--- src/rtl/rv_pkg.sv ---
// Shared RV32 definitions for the fetch/decode slice: widths, reset vector,
// major opcodes and the fetch FSM state type.
package rv_pkg;

  localparam int          XLEN     = 32;
  localparam logic [31:0] RESET_PC = 32'h0000_0000;

  localparam logic [6:0] OP_LOAD   = 7'b0000011;
  localparam logic [6:0] OP_IMM    = 7'b0010011;
  localparam logic [6:0] OP_STORE  = 7'b0100011;
  localparam logic [6:0] OP_R      = 7'b0110011;
  localparam logic [6:0] OP_BRANCH = 7'b1100011;
  localparam logic [6:0] OP_JAL    = 7'b1101111;

  typedef enum logic {
    BOOT = 1'b0,
    RUN  = 1'b1
  } fetch_state_e;

endpackage

--- src/rtl/fetch_buffer.sv ---
// In-order buffer of {pc, instr} entries with synchronous flush.
// Push into a full buffer and pop from an empty one are ignored here;
// the fetch unit's credit rule keeps push-when-full from happening.
module fetch_buffer #(
  parameter  int DEPTH = 2,
  parameter  int W     = 64,
  localparam int AW    = (DEPTH > 1) ? $clog2(DEPTH) : 1,
  localparam int CW    = $clog2(DEPTH) + 1
) (
  input  logic          clk,
  input  logic          rst_n,
  input  logic          flush_i,
  input  logic          push_i,
  input  logic [W-1:0]  push_data_i,
  input  logic          pop_i,
  output logic [W-1:0]  head_o,
  output logic [CW-1:0] count_o
);

  logic [W-1:0]  mem_q [DEPTH];
  logic [AW-1:0] wr_ptr_q;
  logic [AW-1:0] rd_ptr_q;
  logic [CW-1:0] count_q;
  logic          do_push_s;
  logic          do_pop_s;

  assign do_push_s = push_i && (count_q != CW'(DEPTH));
  assign do_pop_s  = pop_i && (count_q != CW'(0));
  assign head_o    = mem_q[rd_ptr_q];
  assign count_o   = count_q;

  // Pointer/occupancy bookkeeping and entry storage; flush empties the buffer.
  always_ff @(posedge clk or negedge rst_n) begin
    if (!rst_n) begin
      wr_ptr_q <= AW'(0);
      rd_ptr_q <= AW'(0);
      count_q  <= CW'(0);
      for (int i = 0; i < DEPTH; i++) begin
        mem_q[i] <= W'(0);
      end
    end else if (flush_i) begin
      wr_ptr_q <= AW'(0);
      rd_ptr_q <= AW'(0);
      count_q  <= CW'(0);
    end else begin
      if (do_push_s) begin
        mem_q[wr_ptr_q] <= push_data_i;
        wr_ptr_q        <= wr_ptr_q + AW'(1);
      end
      if (do_pop_s) begin
        rd_ptr_q <= rd_ptr_q + AW'(1);
      end
      count_q <= count_q + CW'(do_push_s) - CW'(do_pop_s);
    end
  end

endmodule

--- src/rtl/instr_fetch_unit_chk.sv ---
// Invariant checker for the fetch unit: no push into a full buffer, no more
// requests in flight than buffer entries, and never more words to drop than
// are actually outstanding.
module instr_fetch_unit_chk #(
  parameter  int DEPTH = 2,
  localparam int CW    = $clog2(DEPTH) + 1
) (
  input logic          clk,
  input logic          rst_n,
  input logic          push_i,
  input logic [CW-1:0] count_i,
  input logic [CW-1:0] outstanding_i,
  input logic [CW-1:0] drop_cnt_i
);

  // A response must always find room in the buffer.
  a_no_overflow: assert property (@(posedge clk) disable iff (!rst_n)
    !(push_i && (count_i == CW'(DEPTH))));

  // Credit rule bounds the in-flight count.
  a_outstanding_bound: assert property (@(posedge clk) disable iff (!rst_n)
    outstanding_i <= CW'(DEPTH));

  // Words to discard are a subset of words in flight; this also rules out underflow.
  a_drop_le_outstanding: assert property (@(posedge clk) disable iff (!rst_n)
    drop_cnt_i <= outstanding_i);

endmodule

--- src/rtl/instr_fetch_unit.sv ---
// Instruction fetch unit: owns the PC, drives the IMEM request/response
// handshake, buffers returned words in order and hands them to decode with
// op/funct3 pre-split. Redirects flush the buffer and drop stale responses.
module instr_fetch_unit
  import rv_pkg::*;
#(
  parameter  int              XLEN      = rv_pkg::XLEN,
  parameter  logic [XLEN-1:0] RESET_PC  = rv_pkg::RESET_PC,
  parameter  int              BUF_DEPTH = 2,
  localparam int              CW        = $clog2(BUF_DEPTH) + 1
) (
  input  logic            clk,
  input  logic            rst_n,
  output logic            imem_req_valid,
  input  logic            imem_req_ready,
  output logic [XLEN-1:0] imem_req_addr,
  input  logic            imem_rsp_valid,
  input  logic [31:0]     imem_rsp_data,
  input  logic            redirect_valid,
  input  logic [XLEN-1:0] redirect_target,
  output logic            instr_valid,
  input  logic            instr_ready,
  output logic [31:0]     instr,
  output logic [XLEN-1:0] instr_pc,
  output logic [XLEN-1:0] instr_pc_plus4,
  output logic [6:0]      op,
  output logic [2:0]      funct3
);

  fetch_state_e    state_q, state_d;
  logic [XLEN-1:0] fetch_pc_q, fetch_pc_d;
  logic [XLEN-1:0] resp_pc_q, resp_pc_d;
  logic [CW-1:0]   outstanding_q, outstanding_d;
  logic [CW-1:0]   drop_cnt_q, drop_cnt_d;

  logic [CW-1:0]      buf_count_s;
  logic [CW:0]        credit_used_s;
  logic               req_fire_s;
  logic               rsp_fire_s;
  logic               push_s;
  logic               pop_s;
  logic [XLEN-1:0]    target_aligned_s;
  logic [XLEN+31:0]   head_s;

  assign target_aligned_s = {redirect_target[XLEN-1:2], 2'b00};
  assign credit_used_s    = {1'b0, outstanding_q} + {1'b0, buf_count_s};

  // Issue gating: only while running, only with a free slot, never in a redirect cycle.
  assign imem_req_valid = (state_q == RUN) && (credit_used_s < (CW+1)'(BUF_DEPTH)) && !redirect_valid;
  assign imem_req_addr  = fetch_pc_q;
  assign req_fire_s     = imem_req_valid && imem_req_ready;

  // Responses with nothing outstanding (e.g. from before a reset) are ignored.
  assign rsp_fire_s = imem_rsp_valid && (outstanding_q != CW'(0));
  assign push_s     = rsp_fire_s && (drop_cnt_q == CW'(0)) && !redirect_valid;
  assign pop_s      = instr_valid && instr_ready;

  fetch_buffer #(
    .DEPTH (BUF_DEPTH),
    .W     (XLEN + 32)
  ) u_buf (
    .clk         (clk),
    .rst_n       (rst_n),
    .flush_i     (redirect_valid),
    .push_i      (push_s),
    .push_data_i ({resp_pc_q, imem_rsp_data}),
    .pop_i       (pop_s),
    .head_o      (head_s),
    .count_o     (buf_count_s)
  );

  instr_fetch_unit_chk #(
    .DEPTH (BUF_DEPTH)
  ) u_chk (
    .clk           (clk),
    .rst_n         (rst_n),
    .push_i        (push_s),
    .count_i       (buf_count_s),
    .outstanding_i (outstanding_q),
    .drop_cnt_i    (drop_cnt_q)
  );

  // Decode-side view of the head entry; everything reads zero while empty.
  assign instr_valid    = (buf_count_s != CW'(0));
  assign instr          = instr_valid ? head_s[31:0] : 32'h0;
  assign instr_pc       = instr_valid ? head_s[XLEN+31:32] : XLEN'(0);
  assign instr_pc_plus4 = instr_valid ? (head_s[XLEN+31:32] + XLEN'(4)) : XLEN'(0);
  assign op             = instr[6:0];
  assign funct3         = instr[14:12];

  // Next-state logic: FSM, PCs and in-flight/drop accounting.
  always_comb begin
    state_d       = state_q;
    fetch_pc_d    = fetch_pc_q;
    resp_pc_d     = resp_pc_q;
    outstanding_d = outstanding_q + CW'(req_fire_s) - CW'(rsp_fire_s);
    drop_cnt_d    = drop_cnt_q;

    case (state_q)
      BOOT:    state_d = RUN;
      RUN:     state_d = RUN;
      default: state_d = BOOT;
    endcase

    if (redirect_valid) begin
      // Everything still in flight after this edge belongs to the old stream.
      fetch_pc_d = target_aligned_s;
      resp_pc_d  = target_aligned_s;
      drop_cnt_d = outstanding_q + CW'(req_fire_s) - CW'(rsp_fire_s);
    end else begin
      if (req_fire_s) begin
        fetch_pc_d = fetch_pc_q + XLEN'(4);
      end else begin
        fetch_pc_d = fetch_pc_q;
      end
      if (push_s) begin
        resp_pc_d = resp_pc_q + XLEN'(4);
      end else begin
        resp_pc_d = resp_pc_q;
      end
      if (rsp_fire_s && (drop_cnt_q != CW'(0))) begin
        drop_cnt_d = drop_cnt_q - CW'(1);
      end else begin
        drop_cnt_d = drop_cnt_q;
      end
    end
  end

  // State register; reset abandons all in-flight bookkeeping.
  always_ff @(posedge clk or negedge rst_n) begin
    if (!rst_n) begin
      state_q       <= BOOT;
      fetch_pc_q    <= RESET_PC;
      resp_pc_q     <= RESET_PC;
      outstanding_q <= CW'(0);
      drop_cnt_q    <= CW'(0);
    end else begin
      state_q       <= state_d;
      fetch_pc_q    <= fetch_pc_d;
      resp_pc_q     <= resp_pc_d;
      outstanding_q <= outstanding_d;
      drop_cnt_q    <= drop_cnt_d;
    end
  end

endmodule
--- config.mk ---
export PLATFORM = sky130hd
export DESIGN_NAME = instr_fetch_unit
export DESIGN_NICKNAME = d
export VERILOG_FILES = /design/src/rtl/rv_pkg.sv /design/src/rtl/fetch_buffer.sv /design/src/rtl/instr_fetch_unit_chk.sv /design/src/rtl/instr_fetch_unit.sv
export SDC_FILE = /design/constraint.sdc
export NUM_CORES = 1
export LEC_CHECK = 0
export ABC_AREA = 1
export CAP_MARGIN = 20
export CELL_PAD_IN_SITES_DETAIL_PLACEMENT = 1
export CELL_PAD_IN_SITES_GLOBAL_PLACEMENT = 1
export CORE_AREA = 2 2 175 177
export DETAILED_ROUTE_END_ITERATION = 12
export DIE_AREA = 0 0 177 179
export PLACE_DENSITY_LB_ADDON = 0.1
export RECOVER_POWER = 100
export SETUP_SLACK_MARGIN = 0.2
export SLEW_MARGIN = 20
export SYNTH_ARGS = -nofsm -noshare
export SYNTH_HDL_FRONTEND = slang
export SYNTH_HIERARCHICAL = 1
export SYNTH_SLANG_ARGS = --single-unit
--- constraint.sdc ---
create_clock -name clk -period 5.8 [get_ports clk]
set_clock_uncertainty 0.2 [all_clocks]
set_input_delay 0.87 -clock clk [delete_from_list [all_inputs] [get_ports clk]]
set_output_delay 0.87 -clock clk [all_outputs]
set_load 0.01 [all_outputs]
==> impl_metrics.csv <==
group,metric,value,unit
worst_setup_path,cp_slowest_cell,"dfrtp_2",
global_route,grt_max_degree,115,
placement,post-place-ws,1400,ps
timing,finalHoldViolCount,0,
worst_setup_path,critPathCaptureType,"output pin",
timing,finalCriticalPeriod,5170,ps
final_layout,final_nets,2016,
yosys,synthesis.area,12400,um^2
status,status,"finished with violations",
clock_tree,insertion_delay,440,ps
global_route,overflow,0,
yosys,synth_flop_cell,"dfrtp_1",
clock_tree,cts_setup_buffers,0,
final_layout,final_cell_count_no_fill,2345,
worst_setup_path,cp_cell_sequence,"buf_4 -> nand2_1 -> nand2_1 -> nand2_1 -> nor2_1 -> inv_1 -> nor3_1 -> nand2_1 -> nand2_1 -> nand2_1 -> nor2_1 -> clkdlybuf4s50_1",
status,violations,"max-capacitance violations, max-slew violations",
placement,dp.cells,2314,
routing,avgViaCountPerCell,5.17,
flow_run,cap_violations,3,
clock_tree,cts_sinks,197,
routing,num_vias,12115,
yosys,yosys_warnings,6,
yosys,yosysUniqueCellTypes,42,
clock_tree,clk_pin_slew,70,ps
clock_tree,htree_levels,4,
floorplan,die_w,177,um
routing,drt_wl_total,39600,um
timing,relSlewSlack,-0.761,
routing,dr.pass1.iters,5,
yosys,syn_inst,1803,
final_layout,synthToLayoutAreaGrowth,20.3,%
final_layout,drive_gt1_frac,0.0503,
placement,portBuffers,205,
final_layout,final_common_cell,"nand2_1",
final_layout,diodes,0,
worst_setup_path,worstSetupStartpointType,"register",
routing,antenna_left,0,
timing,hold_ws,273,ps
timing,tns,0,ps
global_route,track_usage,0.256,
yosys,seq_area_frac_synth,0.397,
clock_tree,cts_buffers,17,
power_and_ir_drop,power.leakage,7.54,nW
worst_setup_path,worstPathRequired,4730,ps
yosys,synth-async-reset-ratio,1.00,
final_layout,fillers,3883,
routing,drt-initial-drc-count,764,
power_and_ir_drop,cellPowerDensity,313,nW/um^2
floorplan,num_rows,64,
clock_tree,cts_buffer_depth,2,
worst_setup_path,critical_path.max_stage_delay,750,ps
global_route,grt_first_pass_wirelength,64600,um
timing,max_freq,0.193,GHz
timing,setup_viol,0,
final_layout,multi_input_area,6190,um^2
global_route,grt_pass1_vias,12365,
yosys,synth_edf_count,0,
final_layout,design_area,14900,um^2
placement,hpwlAfterDp,27100,um
power_and_ir_drop,vdd_drop_max,0.152,mV
timing,rsz0062_at_grt,"no",
yosys,synth.avg_cell_area,6.88,um^2
clock_tree,postCtsHoldBufs,0,
worst_setup_path,worstSetupPathType,"register to output pin",
clock_tree,root_buffer,"clkbuf_16",
placement,gp_congestion,0.856,
routing,drc,0,
floorplan,fp.coreArea,30000,um^2
yosys,synth-seq-cells,197,
timing,maxSlewViolCount,172,
floorplan,die_h,179,um
clock_tree,cts_resized,0,
floorplan,dieArea,31700,um^2
timing,fin_ws,629,ps
clock_tree,tritoncts,"built",
timing,fin_crit_sh,0.892,
worst_setup_path,crit_top_cell,"nand2_1",
placement,placed_cell_area,14500,um^2
worst_setup_path,crit_arrival,4100,ps
floorplan,pin_count,210,
final_layout,final-seq-area,4930,um^2
min_path,hold_class,"register to register",
global_route,antenna_found_initial,0,
final_layout,mostFrequentLayoutCells,"738 x nand2_1, 196 x dfrtp_1, 166 x nor2_1",
worst_setup_path,crit_path_max_fanout,42,
timing,worst_pin_slew,2640,ps
routing,wire_per_inst,16.9,um
floorplan,start_util,0.413,
## metal layers
| metal | global-route usage | part of all wire |
|---|---|---|
| met5 | 0 | 0 |
| met3 | 0.0269 | 0.034 |
| met1 | 0.355 | 0.48 |
| met4 | 0.0699 | 0.014 |
| met2 | 0.426 | 0.48 |
## cell type report
cell class | count | area share
clock buffer | 20 | 0.0299
multi-input combinational | 1331 | 0.415
tap | 396 | 0.0332
inverter | 171 | 0.0430
clock inverter | 11 | 0.00637
timing repair buffer | 219 | 0.143
sequential | 197 | 0.330
## synthesized netlist by cell type, types with 5 or more instances
cell	n	area (um^2)
o21ai_1	5	25.0
nor3_2	7	70.1
nand4_1	145	907
nor2_4	12	135
o21ai_0	29	145
xnor2_1	5	43.8
nor2_2	10	62.6
buf_1	8	30.0
nor3_1	23	115
nor2_1	164	616
nand2_1	736	2760
nand3_2	6	60.1
inv_2	11	41.3
o211ai_1	12	90.1
inv_1	158	593
ha_1	8	100
o21bai_1	6	45.0
a31oi_1	5	31.3
clkbuf_1	8	30.0
buf_4	32	240
buf_6	5	56.3
dfrtp_1	197	4930
a21oi_1	25	125
nand2_2	14	87.6
nand3_1	61	305
xor2_1	34	298
buf_2	56	280
## state kept, by name, indices dropped and copies added (netlist names)
signal / cells
u_buf/mem_q: 128
imem_req_addr: 30
resp_pc_q: 30
drop_cnt_q: 2
outstanding_q: 2
u_buf/count_o: 2
state_q: 1
u_buf/rd_ptr_q: 1
u_buf/wr_ptr_q: 1
## cell families after synthesis
| logic type | synth area share |
|---|---|
| compound gates | 0.0404 |
| xor+xnor | 0.0275 |
| fa+ha+maj | 0.00968 |
| buf+inv | 0.103 |
| flops | 0.397 |
| mux | 0.000806 |
| other cells | 0.000605 |
| simple gates | 0.421 |
## worst paths after layout
kind / start / endpoint / slack, ps / depth (start not counted)
setup / recovery: u_buf/rd_ptr_q / instr_pc_plus4[28] / 630 / 12
max in group asynchronous: rst_n / resp_pc_q[29] / 1920 / 2
setup reg to reg: u_buf/count_o[1] / u_buf/count_o[0] / 1820 / 10
min in group asynchronous: rst_n / u_buf/mem_q[26] / 980 / 1
hold / removal: u_buf/mem_q[12] / u_buf/mem_q[12] / 270 / 2
hold reg to reg: u_buf/mem_q[12] / u_buf/mem_q[12] / 270 / 2
## worst max-delay path, delay by kind of cell, from the launching register on
family	cells	cell delay, ps
buffers and inverters	3	1280
flip-flops	1	750
AND/OR/NAND/NOR	9	1610
## where the power goes
group          leakage (nW)  switching [mW]  internal (mW)
Clock                 0.255           0.562          0.570
Combinational          4.74           0.991          0.546
Sequential             2.55           0.288           1.72
## through the flow
step	total power [mW]	util
CTS	4.75	0.501
finish	4.67	0.497
floorplan	3.01	-
global placement	3.53	0.483
global route	5.02	0.497
detailed placement	3.61	0.483
Note: power is estimated with default switching activity, not from simulation.
